[src/rtl/pam_tx_pkg.sv]
// Shared types and helpers for the PAM frame transmitter.
//   state_e      : frame FSM states
//   PN7_TAPS     : feedback taps of the x^7 + x^6 + 1 preamble generator
//   MAX_KEEP     : widest tkeep handled by popcount (DATA_WIDTH <= 128)
//   pam_mid      : offset-binary mid-scale code for a given DA width
//   gray2bin     : Gray to binary conversion of a symbol (up to 4 bits)
//   pam_step     : DA code distance between adjacent PAM levels
//   popcount     : number of enabled bytes in a tkeep vector
//   sym_per_bits : whole symbols carried by a number of payload bits
package pam_tx_pkg;

  typedef enum logic [1:0] {
    ST_IDLE,
    ST_HEAD,
    ST_PAYLOAD,
    ST_GAP
  } state_e;

  localparam logic [6:0]  PN7_TAPS = 7'h60;
  localparam int unsigned MAX_KEEP = 16;

  function automatic logic [31:0] pam_mid(input int unsigned aw);
    return 32'd1 << (aw - 1);
  endfunction

  function automatic logic [3:0] gray2bin(input logic [3:0] g);
    logic [3:0] b;
    b[3] = g[3];
    for (int i = 2; i >= 0; i--) b[i] = b[i+1] ^ g[i];
    return b;
  endfunction

  // The divisors are constants per branch, so this folds to a small mux.
  function automatic logic [31:0] pam_step(input logic [2:0] bps, input int unsigned aw);
    logic [31:0] full;
    full = (32'd1 << aw) - 32'd1;
    case (bps)
      3'd1:    return full;
      3'd2:    return full / 32'd3;
      3'd3:    return full / 32'd7;
      default: return full / 32'd15;
    endcase
  endfunction

  function automatic logic [4:0] popcount(input logic [MAX_KEEP-1:0] keep);
    logic [4:0] n;
    n = '0;
    for (int i = 0; i < MAX_KEEP; i++) n = n + 5'(keep[i]);
    return n;
  endfunction

  function automatic logic [7:0] sym_per_bits(input logic [10:0] nbits, input logic [2:0] bps);
    case (bps)
      3'd1:    return 8'(nbits);
      3'd2:    return 8'(nbits >> 1);
      3'd3:    return 8'(nbits / 11'd3);
      default: return 8'(nbits >> 2);
    endcase
  endfunction

endpackage

[src/rtl/pam_frame_tx_if.sv]
// AXI-Stream payload channel into the PAM frame transmitter.
//   tdata  : payload word
//   tlast  : last word of the frame
//   tkeep  : byte enables, contiguous from byte 0, used on the tlast word
//   tvalid : word valid (source)
//   tready : word accepted when tvalid & tready (sink)
interface pam_frame_tx_if #(
  parameter int unsigned DATA_WIDTH = 32
);
  logic [DATA_WIDTH-1:0]   tdata;
  logic                    tlast;
  logic [DATA_WIDTH/8-1:0] tkeep;
  logic                    tvalid;
  logic                    tready;

  modport master (output tdata, tlast, tkeep, tvalid, input tready);
  modport slave  (input tdata, tlast, tkeep, tvalid, output tready);
endinterface

[src/rtl/pam_pn_gen.sv]
// PN7 preamble generator (x^7 + x^6 + 1), reloaded with SEED at each frame.
//   clk, arst_n : clock, asynchronous active-low reset
//   load        : reload SEED (takes priority over adv)
//   adv         : advance one symbol
//   next_bit    : header bit of the symbol that follows the next advance
module pam_pn_gen
  import pam_tx_pkg::*;
#(
  parameter logic [6:0] SEED = 7'h7F
) (
  input  logic clk,
  input  logic arst_n,
  input  logic load,
  input  logic adv,
  output logic next_bit
);

  logic [6:0] lfsr_q, lfsr_d, lfsr_adv;

  always_comb begin
    lfsr_adv = {lfsr_q[5:0], ^(lfsr_q & PN7_TAPS)};
    lfsr_d   = lfsr_q;
    if (load)     lfsr_d = SEED;
    else if (adv) lfsr_d = lfsr_adv;
  end

  always_ff @(posedge clk or negedge arst_n) begin
    if (!arst_n) lfsr_q <= SEED;
    else         lfsr_q <= lfsr_d;
  end

  // The sample register is loaded one cycle ahead, so it needs the MSB
  // the register will hold after this advance.
  assign next_bit = lfsr_adv[6];

endmodule

[src/rtl/pam_frame_tx.sv]
// PAM frame transmitter: PN7 preamble, Gray-coded PAM-2/4/8/16 payload taken
// LSB-first from AXI-Stream words, then an idle gap. One DA sample per clock.
//   clk, arst_n : clock, asynchronous active-low reset
//   M_AXIS      : payload stream (slave side)
//   cfg_bps     : bits per symbol 1..4 (others -> 2), latched at frame start
//   cfg_osr     : samples per symbol (0 -> 1), latched at frame start
//   sent_data   : registered DA sample, offset binary
//   sent_valid  : high on header and payload samples
//   frame_busy  : high whenever a frame is in progress
//   underrun    : sticky, payload starved mid-frame; cleared at frame start
module pam_frame_tx
  import pam_tx_pkg::*;
#(
  parameter int unsigned DATA_WIDTH    = 32,
  parameter int unsigned AD_CVER_WIDTH = 12,
  parameter int unsigned HEAD_LEN      = 64,
  parameter int unsigned GAP_LEN       = 16,
  parameter logic [6:0]  LFSR_SEED     = 7'h7F
) (
  input  logic                     clk,
  input  logic                     arst_n,
  pam_frame_tx_if.slave            M_AXIS,
  input  logic [2:0]               cfg_bps,
  input  logic [7:0]               cfg_osr,
  output logic [AD_CVER_WIDTH-1:0] sent_data,
  output logic                     sent_valid,
  output logic                     frame_busy,
  output logic                     underrun
);

  localparam int unsigned HW = $clog2(HEAD_LEN + 1);
  localparam int unsigned GW = $clog2(GAP_LEN + 2);
  localparam logic [AD_CVER_WIDTH-1:0] MID  = AD_CVER_WIDTH'(pam_mid(AD_CVER_WIDTH));
  localparam logic [AD_CVER_WIDTH-1:0] FULL = '1;

  function automatic logic [AD_CVER_WIDTH-1:0] pam_sample(input logic [3:0] raw,
                                                          input logic [2:0] bps);
    logic [3:0]  mask;
    logic [3:0]  k;
    logic [31:0] prod;
    mask = 4'((5'd1 << bps) - 5'd1);
    k    = gray2bin(raw & mask);
    prod = 32'(k) * pam_step(bps, AD_CVER_WIDTH);
    return AD_CVER_WIDTH'(prod);
  endfunction

  state_e                   state_q, state_d;
  logic [7:0]               rep_q, rep_d, osr_q, osr_d, nsym_q, nsym_d;
  logic [HW-1:0]            hsym_q, hsym_d;
  logic [GW-1:0]            gap_q, gap_d;
  logic [2:0]               bps_q, bps_d;
  logic                     last_q, last_d, wait_q, wait_d, underrun_q, underrun_d;
  logic                     valid_q, valid_d;
  logic [AD_CVER_WIDTH-1:0] data_q, data_d;
  logic [DATA_WIDTH-1:0]    word_q, word_d;

  logic       rep_end, head_end, word_end, take_word, end_frame;
  logic       lfsr_load, lfsr_adv, pn_next;
  logic [2:0] bps_in;
  logic [7:0] osr_in, n_acc;

  pam_pn_gen #(.SEED(LFSR_SEED)) u_pn (
    .clk      (clk),
    .arst_n   (arst_n),
    .load     (lfsr_load),
    .adv      (lfsr_adv),
    .next_bit (pn_next)
  );

  assign bps_in   = (cfg_bps >= 3'd1 && cfg_bps <= 3'd4) ? cfg_bps : 3'd2;
  assign osr_in   = (cfg_osr == 8'd0) ? 8'd1 : cfg_osr;
  assign rep_end  = (rep_q == osr_q - 8'd1);
  assign head_end = (state_q == ST_HEAD) && rep_end && (hsym_q == HW'(HEAD_LEN - 1));
  assign word_end = (state_q == ST_PAYLOAD) && !wait_q && rep_end && (nsym_q == 8'd1);
  // Symbols carried by the word on the bus if it is taken this cycle.
  assign n_acc = M_AXIS.tlast
               ? sym_per_bits(11'(popcount(MAX_KEEP'(M_AXIS.tkeep))) << 3, bps_q)
               : sym_per_bits(11'(DATA_WIDTH), bps_q);

  assign M_AXIS.tready = head_end || (word_end && !last_q) ||
                         ((state_q == ST_PAYLOAD) && wait_q);

  always_comb begin
    state_d    = state_q;
    rep_d      = rep_q;
    osr_d      = osr_q;
    nsym_d     = nsym_q;
    hsym_d     = hsym_q;
    gap_d      = gap_q;
    bps_d      = bps_q;
    last_d     = last_q;
    wait_d     = wait_q;
    underrun_d = underrun_q;
    valid_d    = valid_q;
    data_d     = data_q;
    word_d     = word_q;
    lfsr_load  = 1'b0;
    lfsr_adv   = 1'b0;
    take_word  = 1'b0;
    end_frame  = 1'b0;

    case (state_q)
      ST_IDLE: begin
        data_d  = MID;
        valid_d = 1'b0;
        if (M_AXIS.tvalid) begin
          state_d    = ST_HEAD;
          bps_d      = bps_in;
          osr_d      = osr_in;
          lfsr_load  = 1'b1;
          underrun_d = 1'b0;
          hsym_d     = '0;
          rep_d      = '0;
          data_d     = LFSR_SEED[6] ? FULL : '0;
          valid_d    = 1'b1;
        end
      end
      ST_HEAD: begin
        if (!rep_end) begin
          rep_d = rep_q + 8'd1;
        end else if (!head_end) begin
          rep_d    = '0;
          hsym_d   = hsym_q + HW'(1);
          lfsr_adv = 1'b1;
          data_d   = pn_next ? FULL : '0;
        end else begin
          take_word = 1'b1;
        end
      end
      ST_PAYLOAD: begin
        if (wait_q) begin
          take_word = 1'b1;
        end else if (!rep_end) begin
          rep_d = rep_q + 8'd1;
        end else if (nsym_q != 8'd1) begin
          rep_d  = '0;
          nsym_d = nsym_q - 8'd1;
          word_d = word_q >> bps_q;
          data_d = pam_sample(word_d[3:0], bps_q);
        end else if (!last_q) begin
          take_word = 1'b1;
        end else begin
          end_frame = 1'b1;
        end
      end
      default: begin
        if (gap_q + GW'(1) == GW'(GAP_LEN)) state_d = ST_IDLE;
        else                                gap_d   = gap_q + GW'(1);
      end
    endcase

    // Word boundary: either load the next word or sit at mid-scale until it
    // arrives. A tlast word with no whole symbol ends the frame at once.
    if (take_word) begin
      if (M_AXIS.tvalid) begin
        if (n_acc == 8'd0) begin
          end_frame = 1'b1;
        end else begin
          state_d = ST_PAYLOAD;
          wait_d  = 1'b0;
          word_d  = M_AXIS.tdata;
          nsym_d  = n_acc;
          last_d  = M_AXIS.tlast;
          rep_d   = '0;
          data_d  = pam_sample(M_AXIS.tdata[3:0], bps_q);
          valid_d = 1'b1;
        end
      end else begin
        state_d    = ST_PAYLOAD;
        wait_d     = 1'b1;
        underrun_d = 1'b1;
        data_d     = MID;
        valid_d    = 1'b0;
      end
    end

    if (end_frame) begin
      state_d = (GAP_LEN == 0) ? ST_IDLE : ST_GAP;
      gap_d   = '0;
      wait_d  = 1'b0;
      data_d  = MID;
      valid_d = 1'b0;
    end
  end

  always_ff @(posedge clk or negedge arst_n) begin
    if (!arst_n) begin
      state_q    <= ST_IDLE;
      rep_q      <= '0;
      osr_q      <= 8'd1;
      nsym_q     <= '0;
      hsym_q     <= '0;
      gap_q      <= '0;
      bps_q      <= 3'd2;
      last_q     <= 1'b0;
      wait_q     <= 1'b0;
      underrun_q <= 1'b0;
      valid_q    <= 1'b0;
      data_q     <= MID;
    end else begin
      state_q    <= state_d;
      rep_q      <= rep_d;
      osr_q      <= osr_d;
      nsym_q     <= nsym_d;
      hsym_q     <= hsym_d;
      gap_q      <= gap_d;
      bps_q      <= bps_d;
      last_q     <= last_d;
      wait_q     <= wait_d;
      underrun_q <= underrun_d;
      valid_q    <= valid_d;
      data_q     <= data_d;
    end
  end

  // Payload word shifter carries data only; it is always loaded before use.
  always_ff @(posedge clk) begin
    word_q <= word_d;
  end

  assign sent_data  = data_q;
  assign sent_valid = valid_q;
  assign frame_busy = (state_q != ST_IDLE);
  assign underrun   = underrun_q;

endmodule

[src/flat_wrapper.sv]
// flat-port wrapper written by rule: the top's interface ports become plain ports
module pam_frame_tx_flat import pam_tx_pkg::*;
#(
  parameter int unsigned DATA_WIDTH    = 32,
  parameter int unsigned AD_CVER_WIDTH = 12,
  parameter int unsigned HEAD_LEN      = 64,
  parameter int unsigned GAP_LEN       = 16,
  parameter logic [6:0]  LFSR_SEED     = 7'h7F
)
  (clk, arst_n, cfg_bps, cfg_osr, sent_data, sent_valid, frame_busy, underrun, M_AXIS_tdata, M_AXIS_tlast, M_AXIS_tkeep, M_AXIS_tvalid, M_AXIS_tready);
  pam_frame_tx_if #(.DATA_WIDTH(DATA_WIDTH)) M_AXIS_i ();
  input  logic clk;
  input  logic arst_n;
  input  logic [2:0] cfg_bps;
  input  logic [7:0] cfg_osr;
  output logic [AD_CVER_WIDTH-1:0] sent_data;
  output logic sent_valid;
  output logic frame_busy;
  output logic underrun;
  input wire logic [$bits(M_AXIS_i.tdata)-1:0] M_AXIS_tdata;
  input wire logic [$bits(M_AXIS_i.tlast)-1:0] M_AXIS_tlast;
  input wire logic [$bits(M_AXIS_i.tkeep)-1:0] M_AXIS_tkeep;
  input wire logic [$bits(M_AXIS_i.tvalid)-1:0] M_AXIS_tvalid;
  output wire logic [$bits(M_AXIS_i.tready)-1:0] M_AXIS_tready;
  assign M_AXIS_i.tdata = M_AXIS_tdata;
  assign M_AXIS_i.tlast = M_AXIS_tlast;
  assign M_AXIS_i.tkeep = M_AXIS_tkeep;
  assign M_AXIS_i.tvalid = M_AXIS_tvalid;
  assign M_AXIS_tready = M_AXIS_i.tready;
  pam_frame_tx #(.DATA_WIDTH(DATA_WIDTH), .AD_CVER_WIDTH(AD_CVER_WIDTH), .HEAD_LEN(HEAD_LEN), .GAP_LEN(GAP_LEN), .LFSR_SEED(LFSR_SEED)) u_core (.clk(clk), .arst_n(arst_n), .M_AXIS(M_AXIS_i), .cfg_bps(cfg_bps), .cfg_osr(cfg_osr), .sent_data(sent_data), .sent_valid(sent_valid), .frame_busy(frame_busy), .underrun(underrun));
endmodule
[config.mk]
export PLATFORM = sky130hd
export DESIGN_NAME = pam_frame_tx_flat
export DESIGN_NICKNAME = d
export VERILOG_FILES = /design/src/rtl/pam_tx_pkg.sv /design/src/rtl/pam_frame_tx_if.sv /design/src/rtl/pam_pn_gen.sv /design/src/rtl/pam_frame_tx.sv /design/src/flat_wrapper.sv
export SDC_FILE = /design/constraint.sdc
export NUM_CORES = 1
export LEC_CHECK = 0
export CAP_MARGIN = 20
export CORE_ASPECT_RATIO = 1.1
export CORE_UTILIZATION = 35
export DETAILED_ROUTE_END_ITERATION = 8
export SYNTH_ARGS = -nofsm -noshare
export SYNTH_HDL_FRONTEND = slang
export SYNTH_SLANG_ARGS = --single-unit
[constraint.sdc]
create_clock -name clk -period 9.95 [get_ports clk]
set_clock_uncertainty 0.05 [all_clocks]
set_input_delay 1.99 -clock clk [delete_from_list [all_inputs] [get_ports clk]]
set_output_delay 1.99 -clock clk [all_outputs]
set_load 0.01 [all_outputs]
==> impl_metrics.toml <==
[run_status]
status = "finished clean"

[synthesis]
ys_top_cells_by_area = "dfrtp_1 15%, fa_1 8.2%, dfxtp_1 7.3%, ha_1 5.6%, mux2i_1 5.5%"
netlist_area_um2 = 8790
synth_ff_type = "dfrtp_1"
synth_edf_count = 0
synth_top_family_by_area = "compound AO/OA/AOI/OAI gates"
synth-compound-area-share = 0.1935
synth_top_area_cell = "dfrtp_1"
synth-seq-cells = 96
synth_cell_types = 78
async_flop_share = 0.6667
syn-instance-count = 1008
synth.top_cell.area_share = 0.1537
ys_seq_area_frac = 0.2565
synth_area_per_cell_um2 = 8.720
synthAdderAreaFrac = 0.1375
muxShareOfSynthArea = 0.1354
yosys.area_share.simple = 0.1741
yosys_warnings = 0
yosys.area_share.xor_xnor = 0.04982

[final_layout]
syn_to_final_growth_pct = 14.15
design_area_um2 = 10030
utilization = 0.4087
antenna_cells = 0
drive_gt1_frac = 0.09355
finalNonFillerCells = 1379
fin_nets = 1190

[cts]
cts-htree-levels = 3
clock_path_buffers = 2
clock_latency_ps = 360
clock-sinks = 96
cts_tree = "done"
numCtsBuffers = 9
cts_hold_repair.buffers = 0
path_clk_slew_ps = 70
post_cts_buffers = 0
cts-root-buf = "clkbuf_16"
cts_resized = 0

[sta]
relSlewSlack = 0.3668
hold_slack_ps = 479.7
worstMarginPinSlew_ps = 946.3
finalHoldViolCount = 0
finalMaxSlewViolations = 0
setup_violations = 0
rsz0062_at_grt = "no"
fin_crit_sh = 0.6499
fmax_mhz = 154.6
fin_crit_ps = 6467
tns_ps = 0

[routing]
wl_um = 23470
drtIter0Drc = 473
vias_per_cell = 5.518
drcViolationCount = 0
vias = 7610
firstDrtPassIters = 5
avgRoutedWirePerCell_um = 17.02
antenna_left = 0

[critical_path]
cp.arrival_ps = 6700
critPathMaxFanout = 81
endpoint_kind = "flip-flop"
crit_type = "in -> reg"
start_kind = "primary input"
critPathRequiredTime_ps = 10190

[global_route]
grt_usage = 0.1882
grt_pass1_wl_um = 39090
grt_overflow = 0
first_global_vias = 7504
antenna_found_initial = 0
grt_max_degree = 82

[placed_design]
dpl_cell_area_um2 = 9738
dp_hpwl_um = 17350
place_inst = 1362
gp_congestion = 0.8590
io_buffer_count = 66

[power_and_ir_drop]
power_density_nw_per_um2 = 211.6
ir_worst_vdd_v = 0.00007594
leakage_nw = 4.038

[run]
drv_cap = 0

[floorplanning]
chipWidth_um = 153.1
num_io_pins = 67
fp.dieArea_um2 = 25750
num_rows = 60
coreArea_um2 = 24550
die_h_um = 168.2
start_util = 0.3581

[worst_hold_path]
worstHoldPathType = "reg -> reg"
-- cell usage after synthesis, drive strengths merged (6+ instances only) --
cell,instances
nor3,18
mux2,35
mux4,14
clkbuf,33
nor2b,14
and2,6
nand3,27
a21oi,58
a211oi,13
ha,39
nand2b,15
a21o,11
nand3b,11
dfstp,10
o21bai,6
and3,11
xnor2,35
nand2,104
fa,36
xor2,15
nand4,8
o21ai,93
inv,53
buf,23
o211ai,9
a31oi,14
mux2i,48
nor2,68
dfxtp,32
dfrtp,54
o31ai,11
o22ai,10
-- critical path, stage by stage --
cell and delay, ps:
clkdlybuf4s50_1 400, ha_1 270, inv_1 40, fa_1 610, fa_1 480, nand2b_1 120
o21ai_0 100, ha_1 310, nor2b_1 50, o32ai_1 320, nand3_1 120, a21oi_1 370
nand4_1 250, and3_4 500, or4_1 590, o2bb2ai_1 170
-- through the flow --
stage | total power (W) | worst slack [ps]
4_1_cts | 0.002137 | 3527
3_3_place_gp | 0.001757 | 3266
2_1_floorplan | 0.001442 | 4330
5_1_grt | 0.002311 | 3225
3_5_place_dp | 0.001770 | 3148
6_report | 0.002123 | 3483
-- report_power, final --
part	internal [W]	switching, W
Clock	0.000195	0.000161
Sequential	0.000452	0.0000785
Combinational	0.000553	0.000683
Total	0.00120	0.000923
-- cell families after synthesis --
kind of cell,Yosys count
flip-flops,96
adder cells (fa/ha/maj),75
XOR/XNOR,50
multiplexers,97
buffers and inverters,109
other,2
AND/OR/NAND/NOR,309
AO/OA/AOI/OAI,270
-- sequential cells by signal (all words and copies together) (netlist names) --
name and cells:
u_core.hsym_q 7, u_core.bps_q 3, u_core.u_pn.lfsr_q 7, u_core.sent_data 12, u_core.state_q 2, u_core.word_q 32, u_core.wait_q 1, u_core.sent_valid 1
u_core.gap_q 5, u_core.underrun 1, u_core.osr_q 8, u_core.nsym_q 8, u_core.rep_q 8, u_core.last_q 1
-- final cells by class --
type                       instances  area (um2)
clock buffer                      11       232.7
sequential                        96        2256
tap                              310       387.9
inverter                          53       198.9
fill                            2490       14520
timing repair buffer              77       735.7
multi-input combinational        827        6165
clock inverter                     5       57.56
-- cell usage in the layout (no fill, tap or decap), types with 8 or more instances in the layout --
| master | n |
|---|---|
| xnor2_1 | 35 |
| mux4_2 | 14 |
| nand3_1 | 25 |
| a211oi_1 | 13 |
| dfrtp_1 | 53 |
| clkbuf_16 | 9 |
| mux2i_1 | 48 |
| o22ai_1 | 10 |
| a21oi_1 | 58 |
| nor2_1 | 67 |
| nor2b_1 | 14 |
| o211ai_1 | 8 |
| dfxtp_1 | 32 |
| fa_1 | 36 |
| nand2_1 | 104 |
| mux2_2 | 35 |
| o21ai_0 | 86 |
| a31oi_1 | 14 |
| a21o_1 | 11 |
| nand3b_1 | 11 |
| nor3_1 | 18 |
| inv_1 | 53 |
| buf_4 | 10 |
| nand2b_1 | 15 |
| xor2_1 | 15 |
| clkdlybuf4s50_1 | 65 |
| o31ai_1 | 11 |
| conb_1 | 26 |
| ha_1 | 39 |
| dfstp_2 | 10 |
| and3_1 | 10 |
-- layer usage --
layer	global-route usage	vias to the layer above	part of all wire
met5	0	-	0
met4	0.06763	0	0.023
met3	0.03089	34	0.040
met2	0.3173	189	0.49
met1	0.2422	3665	0.45
li1	-	3722	-
-- final timing paths --
kind                       slack (ps)  cells after the start                  end             start
hold reg to reg                   480                      2     u_core.hsym_q[1]  u_core.hsym_q[1]
hold / removal                    480                      2     u_core.hsym_q[1]  u_core.hsym_q[1]
max in group asynchronous        7460                      2      u_core.bps_q[0]            arst_n
setup reg to reg                 4440                     18  u_core.sent_data[9]   u_core.bps_q[0]
setup / recovery                 3480                     16      u_core.rep_q[4]   M_AXIS_tkeep[1]
min in group asynchronous        1770                      2  u_core.sent_data[0]            arst_n
No activity file was read; power rests on OpenSTA's default activity.
